==> config.mk <==
export PLATFORM = sky130hd
export DESIGN_NAME = vn_accumulate
export DESIGN_NICKNAME = d
export VERILOG_FILES = /design/src/rtl/vn_accumulate_pkg.sv /design/src/rtl/vn_msg_buf.sv /design/src/rtl/vn_accumulate.sv
export SDC_FILE = /design/constraint.sdc
export NUM_CORES = 1
export LEC_CHECK = 0
export BUFFER_PORTS_ARGS = -buffer_cell sky130_fd_sc_hd__buf_4
export CORE_MARGIN = 2
export CORE_UTILIZATION = 35
export DETAILED_ROUTE_END_ITERATION = 16
export PLACE_DENSITY = 0.58
export SLEW_MARGIN = 10
export SYNTH_ARGS = -nofsm -noshare
export SYNTH_HDL_FRONTEND = slang
export SYNTH_SLANG_ARGS = --single-unit
export TNS_END_PERCENT = 30
==> constraint.sdc <==
create_clock -name clk -period 5.57 [get_ports clk]
set_clock_uncertainty 0.2 [all_clocks]
set_input_delay 0.2785 -clock clk [delete_from_list [all_inputs] [get_ports clk]]
set_output_delay 0.2785 -clock clk [all_outputs]
set_load 0.02 [all_outputs]
==> src/rtl/vn_accumulate_pkg.sv <==
// Shared definitions for the variable-node accumulate stage:
// FSM state encoding and default geometry.
package vn_accumulate_pkg;

   typedef enum logic [1:0] {
      ST_IDLE  = 2'd0,
      ST_ACCUM = 2'd1,
      ST_EMIT  = 2'd2,
      ST_POST  = 2'd3
   } vn_state_t;

   localparam int VN_WIDTH_DEF      = 8;
   localparam int VN_EXT_BITS_DEF   = 4;
   localparam int VN_MAX_DEGREE_DEF = 8;

endpackage

==> src/rtl/vn_msg_buf.sv <==
// Per-node message store: one synchronous write port, one asynchronous read port.
// Storage is deliberately left without reset; every word is written before it is read.
module vn_msg_buf #(
   parameter int WIDTH = 8,
   parameter int DEPTH = 8,
   parameter int AW    = 3
) (
   input  logic             clk,
   input  logic             wr_en,
   input  logic [AW-1:0]    wr_addr,
   input  logic [WIDTH-1:0] wr_data,
   input  logic [AW-1:0]    rd_addr,
   output logic [WIDTH-1:0] rd_data
);

   logic [WIDTH-1:0] mem [DEPTH];

   always_ff @(posedge clk) begin
      if (wr_en) begin
         mem[wr_addr] <= wr_data;
      end
   end

   assign rd_data = mem[rd_addr];

endmodule

==> src/rtl/vn_accumulate.sv <==
// Serial variable-node update: accumulate channel LLR plus incoming messages,
// then stream one extrinsic (total minus own message) per edge and the posterior.
module vn_accumulate
   import vn_accumulate_pkg::*;
#(
   parameter  int WIDTH         = VN_WIDTH_DEF,
   parameter  int EXTENDED_BITS = VN_EXT_BITS_DEF,
   parameter  int MAX_DEGREE    = VN_MAX_DEGREE_DEF,
   localparam int EW            = WIDTH + EXTENDED_BITS,
   localparam int DW            = $clog2(MAX_DEGREE + 1),
   localparam int IW            = $clog2(MAX_DEGREE)
) (
   input  logic             clk,
   input  logic             rst_n,
   input  logic             start_valid,
   output logic             start_ready,
   input  logic [WIDTH-1:0] llr_in,
   input  logic [DW-1:0]    degree_in,
   input  logic             msg_valid,
   output logic             msg_ready,
   input  logic [WIDTH-1:0] msg_in,
   output logic             ext_valid,
   input  logic             ext_ready,
   output logic [EW-1:0]    ext_out,
   output logic [IW-1:0]    ext_idx,
   output logic             ext_last,
   output logic             post_valid,
   output logic [EW-1:0]    post_out,
   output logic             busy
);

   if (MAX_DEGREE + 1 > 2 ** EXTENDED_BITS) begin : g_bad_guard_bits
      $error("vn_accumulate: EXTENDED_BITS too small for MAX_DEGREE");
   end

   function automatic logic signed [EW-1:0] sext(input logic [WIDTH-1:0] v);
      return {{EXTENDED_BITS{v[WIDTH-1]}}, v};
   endfunction

   vn_state_t               state_reg;
   logic signed [EW-1:0]    acc_reg;
   logic [DW-1:0]           deg_reg;
   logic [IW-1:0]           cnt_reg;
   logic [IW-1:0]           idx_reg;
   logic                    start_ready_reg;
   logic                    msg_ready_reg;
   logic                    ext_valid_reg;
   logic                    ext_last_reg;
   logic                    post_valid_reg;
   logic                    busy_reg;
   logic signed [EW-1:0]    ext_out_reg;
   logic signed [EW-1:0]    post_out_reg;

   logic [DW-1:0]           deg_clamped;
   logic [DW-1:0]           deg_m1;
   logic [IW-1:0]           idx_next;
   logic signed [EW-1:0]    acc_sum;
   logic                    buf_wr_en;
   logic [IW-1:0]           buf_rd_addr;
   logic [WIDTH-1:0]        buf_rd_data;

   assign deg_clamped = (degree_in > DW'(MAX_DEGREE)) ? DW'(MAX_DEGREE) : degree_in;
   assign deg_m1      = deg_reg - DW'(1);
   assign idx_next    = idx_reg + IW'(1);
   assign acc_sum     = acc_reg + sext(msg_in);
   assign buf_wr_en   = (state_reg == ST_ACCUM) && msg_valid;
   // Look one edge ahead while emitting so ext_out can be registered.
   assign buf_rd_addr = (state_reg == ST_EMIT) ? idx_next : '0;

   vn_msg_buf #(
      .WIDTH (WIDTH),
      .DEPTH (MAX_DEGREE),
      .AW    (IW)
   ) u_msg_buf (
      .clk     (clk),
      .wr_en   (buf_wr_en),
      .wr_addr (cnt_reg),
      .wr_data (msg_in),
      .rd_addr (buf_rd_addr),
      .rd_data (buf_rd_data)
   );

   always_ff @(posedge clk or negedge rst_n) begin
      if (!rst_n) begin
         state_reg       <= ST_IDLE;
         acc_reg         <= '0;
         deg_reg         <= '0;
         cnt_reg         <= '0;
         idx_reg         <= '0;
         start_ready_reg <= 1'b1;
         msg_ready_reg   <= 1'b0;
         ext_valid_reg   <= 1'b0;
         ext_last_reg    <= 1'b0;
         post_valid_reg  <= 1'b0;
         busy_reg        <= 1'b0;
         ext_out_reg     <= '0;
         post_out_reg    <= '0;
      end else begin
         case (state_reg)
            ST_IDLE: begin
               if (start_valid) begin
                  acc_reg         <= sext(llr_in);
                  deg_reg         <= deg_clamped;
                  cnt_reg         <= '0;
                  idx_reg         <= '0;
                  start_ready_reg <= 1'b0;
                  busy_reg        <= 1'b1;
                  if (deg_clamped != '0) begin
                     state_reg     <= ST_ACCUM;
                     msg_ready_reg <= 1'b1;
                  end else begin
                     state_reg      <= ST_POST;
                     post_valid_reg <= 1'b1;
                     post_out_reg   <= sext(llr_in);
                  end
               end
            end
            ST_ACCUM: begin
               if (msg_valid) begin
                  acc_reg <= acc_sum;
                  cnt_reg <= cnt_reg + IW'(1);
                  if (DW'(cnt_reg) == deg_m1) begin
                     state_reg     <= ST_EMIT;
                     msg_ready_reg <= 1'b0;
                     ext_valid_reg <= 1'b1;
                     idx_reg       <= '0;
                     ext_last_reg  <= (deg_reg == DW'(1));
                     // Edge 0 is still being written when the only edge arrives.
                     ext_out_reg   <= (cnt_reg == '0) ? acc_reg : acc_sum - sext(buf_rd_data);
                  end
               end
            end
            ST_EMIT: begin
               if (ext_ready) begin
                  if (ext_last_reg) begin
                     state_reg      <= ST_POST;
                     ext_valid_reg  <= 1'b0;
                     ext_last_reg   <= 1'b0;
                     post_valid_reg <= 1'b1;
                     post_out_reg   <= acc_reg;
                  end else begin
                     idx_reg      <= idx_next;
                     ext_out_reg  <= acc_reg - sext(buf_rd_data);
                     ext_last_reg <= (DW'(idx_next) == deg_m1);
                  end
               end
            end
            ST_POST: begin
               state_reg       <= ST_IDLE;
               post_valid_reg  <= 1'b0;
               start_ready_reg <= 1'b1;
               busy_reg        <= 1'b0;
            end
            default: begin
               state_reg <= ST_IDLE;
            end
         endcase
      end
   end

   assign start_ready = start_ready_reg;
   assign msg_ready   = msg_ready_reg;
   assign ext_valid   = ext_valid_reg;
   assign ext_out     = ext_out_reg;
   assign ext_idx     = idx_reg;
   assign ext_last    = ext_last_reg;
   assign post_valid  = post_valid_reg;
   assign post_out    = post_out_reg;
   assign busy        = busy_reg;

endmodule

==> impl_metrics.json <==
{
  "cts_resized": 0,
  "yosys-top-cells-area": "edfxtp_1 (29%), dfrtp_1 (20%), ha_1 (8.4%)",
  "detail_route.wl_per_cell_um": 17.69,
  "area_growth_pct": 21.77,
  "finalSetupViolations": 0,
  "critPathMostFrequentCell": "inv_1",
  "port_buffers": 57,
  "ant_nets": 0,
  "die_h_um": 142.6,
  "ys_top_cells_by_count": "a21oi_1 (65), edfxtp_1 (64), nor2_1 (64)",
  "gr-total-overflow": 0,
  "grtUsageTotal_pct": 17.38,
  "ys_async_sr_fraction_pct": 45.76,
  "outcome": "complete, no violations",
  "worst_pin_slew_ps": 1050,
  "totalWireLength_um": 16970,
  "die_x_um": 142.6,
  "largest_reg_flops": 64,
  "hp-class": "in2reg",
  "post_cts_buffers": 0,
  "max_cap_violations": 0,
  "ioPinCount": 58,
  "start_util_pct": 35.81,
  "diodes": 0,
  "slowest_stage": "a2111oi_0",
  "slowest_delay_ps": 710,
  "synth.avg_cell_area_um2": 10.68,
  "fin_nets": 785,
  "crit_type": "reg2reg",
  "syn_inst": 629,
  "std_cell_rows": 50,
  "dp_slack_ps": 726.5,
  "vias": 5168,
  "yosys.area.top_type": "edfxtp_1",
  "core_mm2": 0.01877,
  "hold_viol": 0,
  "cts_made_buffers": 17,
  "fin_crit_sh_pct": 87.56,
  "cts_tree": "done",
  "fmax_mhz": 205.0,
  "clk_latency_ps": 430,
  "clk_pin_slew_ps": 60,
  "antenna_found_initial": 0,
  "die_area_mm2": 0.02032,
  "largest-register": "u_msg_buf.mem",
  "drtIter0Drc": 404,
  "path_cells": "inv_1 > ha_2 > inv_2 > nor2_1 > buf_4 > mux4_2 > mux2_2 > ha_1 > inv_1 > a21o_1 > a31oi_1 > a2111oi_0 > nor4_1 > or4_1 > a211oi_1 > a311oi_1",
  "yosysMostFrequentCell": "a21oi_1",
  "synth-edff-count": 64,
  "viasPerCell": 5.389,
  "endpoint_kind": "flop",
  "relSlewSlack_pct": 29.71,
  "synth_top_area_share_pct": 28.60,
  "required_ps": 5620,
  "ys_seq_area_share_pct": 48.72,
  "synthFlopType": "edfxtp_1",
  "cts-root-buf": "clkbuf_16",
  "dp.cells": 906,
  "synth_nets": 702,
  "cp_data_arrival_time_ps": 4930,
  "dpl.hpwl_um": 12190,
  "cp_max_fo": 11,
  "cp-start-kind": "flop",
  "cp_top_family": "compound AO/OA/AOI/OAI gates",
  "dpl_cell_area_mm2": 0.007417,
  "drive_above_1_share_pct": 16.28,
  "rsz0062_at_grt": "no",
  "grt_pass1_wl_um": 27030,
  "yosysUniqueCellTypes": 56,
  "drt-pass1-iter-count": 5,
  "ys_seq_elements": 118,
  "setup_slack_ps": 692.9,
  "ys.warnings.count": 0,
  "setup_tns_ps": 0,
  "htreeDepth": 4,
  "period_needed_ps": 4877,
  "grt_pass1_vias": 5170,
  "grt_max_degree": 55,
  "syn_area_mm2": 0.006720,
  "critPathBufInv": 4,
  "slew_violations": 0,
  "finalNonFillerCells": 959,
  "clk_path_buf_depth": 2,
  "place_congestion": 0.9384,
  "drc": 0,
  "clock-sinks": 118,
  "final_area_mm2": 0.008183
}
through the flow:
stage	util [%]	hold slack (ps)
5_1_grt	43.60	68.37
3_3_place_gp	39.52	161.1
6_report	43.60	53.89
2_1_floorplan	-	-217.1
4_1_cts	43.60	42.14
3_5_place_dp	39.52	182.3
repair_timing:
| action | CTS | global route |
|---|---|---|
| hold buffers | 21 | 0 |
| endpoints found under the setup margin | 0 | 0 |
| endpoints found under the hold margin | 134 | 0 |
layer usage:
metal  global-route usage [%]  routed length (µm)  vias to the layer above
li1                         -                   -                     2496
met1                    23.15                8053                     2533
met2                    28.14                8062                      118
met3                    3.970                 594                       21
met4                    5.680                 259                        0
met5                        0                   0                        -
cells by family after synthesis:
group / share of synthesized area, %
xor+xnor: 4.934
mux: 7.224
fa+ha+maj: 9.272
compound gates: 14.71
simple gates: 12.68
flops: 48.72
buf+inv: 2.458
worst paths after layout:
| kind | startpoint | to | depth (start not counted) | slack (ps) |
|---|---|---|---|---|
| worst min-delay path | ext_ready | ext_valid | 4 | 50 |
| min in group asynchronous | rst_n | post_out[10] | 2 | 250 |
| worst max-delay path | state_reg[0] | ext_out[11] | 16 | 690 |
| max in group asynchronous | rst_n | ext_idx[0] | 2 | 4460 |
| worst min register to register | ext_out[5] | ext_out[5] | 2 | 280 |
| worst max register to register | state_reg[0] | ext_out[11] | 16 | 690 |
worst min-delay path: stages:
cell and delay, ps:
buf_4 110, nand2_1 100, o21ai_0 80, nand2_1 70
layout make-up:
cell class                      instances  area (µm²)
Multi-Input combinational cell        468        3287
Timing Repair Buffer                   85       690.7
Clock inverter                         15       130.1
Clock buffer                           17       425.4
Fill cell                            1762       10590
Inverter                               22       82.58
Sequential cell                       118        3274
Tap cell                              234       292.8
placed cells by master (no fill, tap or decap), types with 12 or more instances in the layout:
cell type / instances
a21oi_1: 64
inv_1: 20
nand2_1: 49
ha_1: 44
edfxtp_1: 64
nand3_1: 18
dfrtp_1: 53
xor2_1: 15
dlygate4sd3_1: 21
nor3_1: 16
a211oi_1: 12
buf_4: 64
clkbuf_16: 17
mux2i_1: 20
nor2_1: 64
xnor2_1: 21
o21ai_0: 37
nand2b_1: 12
Power is not shown: default switching activity piles up to over one toggle a cycle in this logic, so the estimate is an artifact.
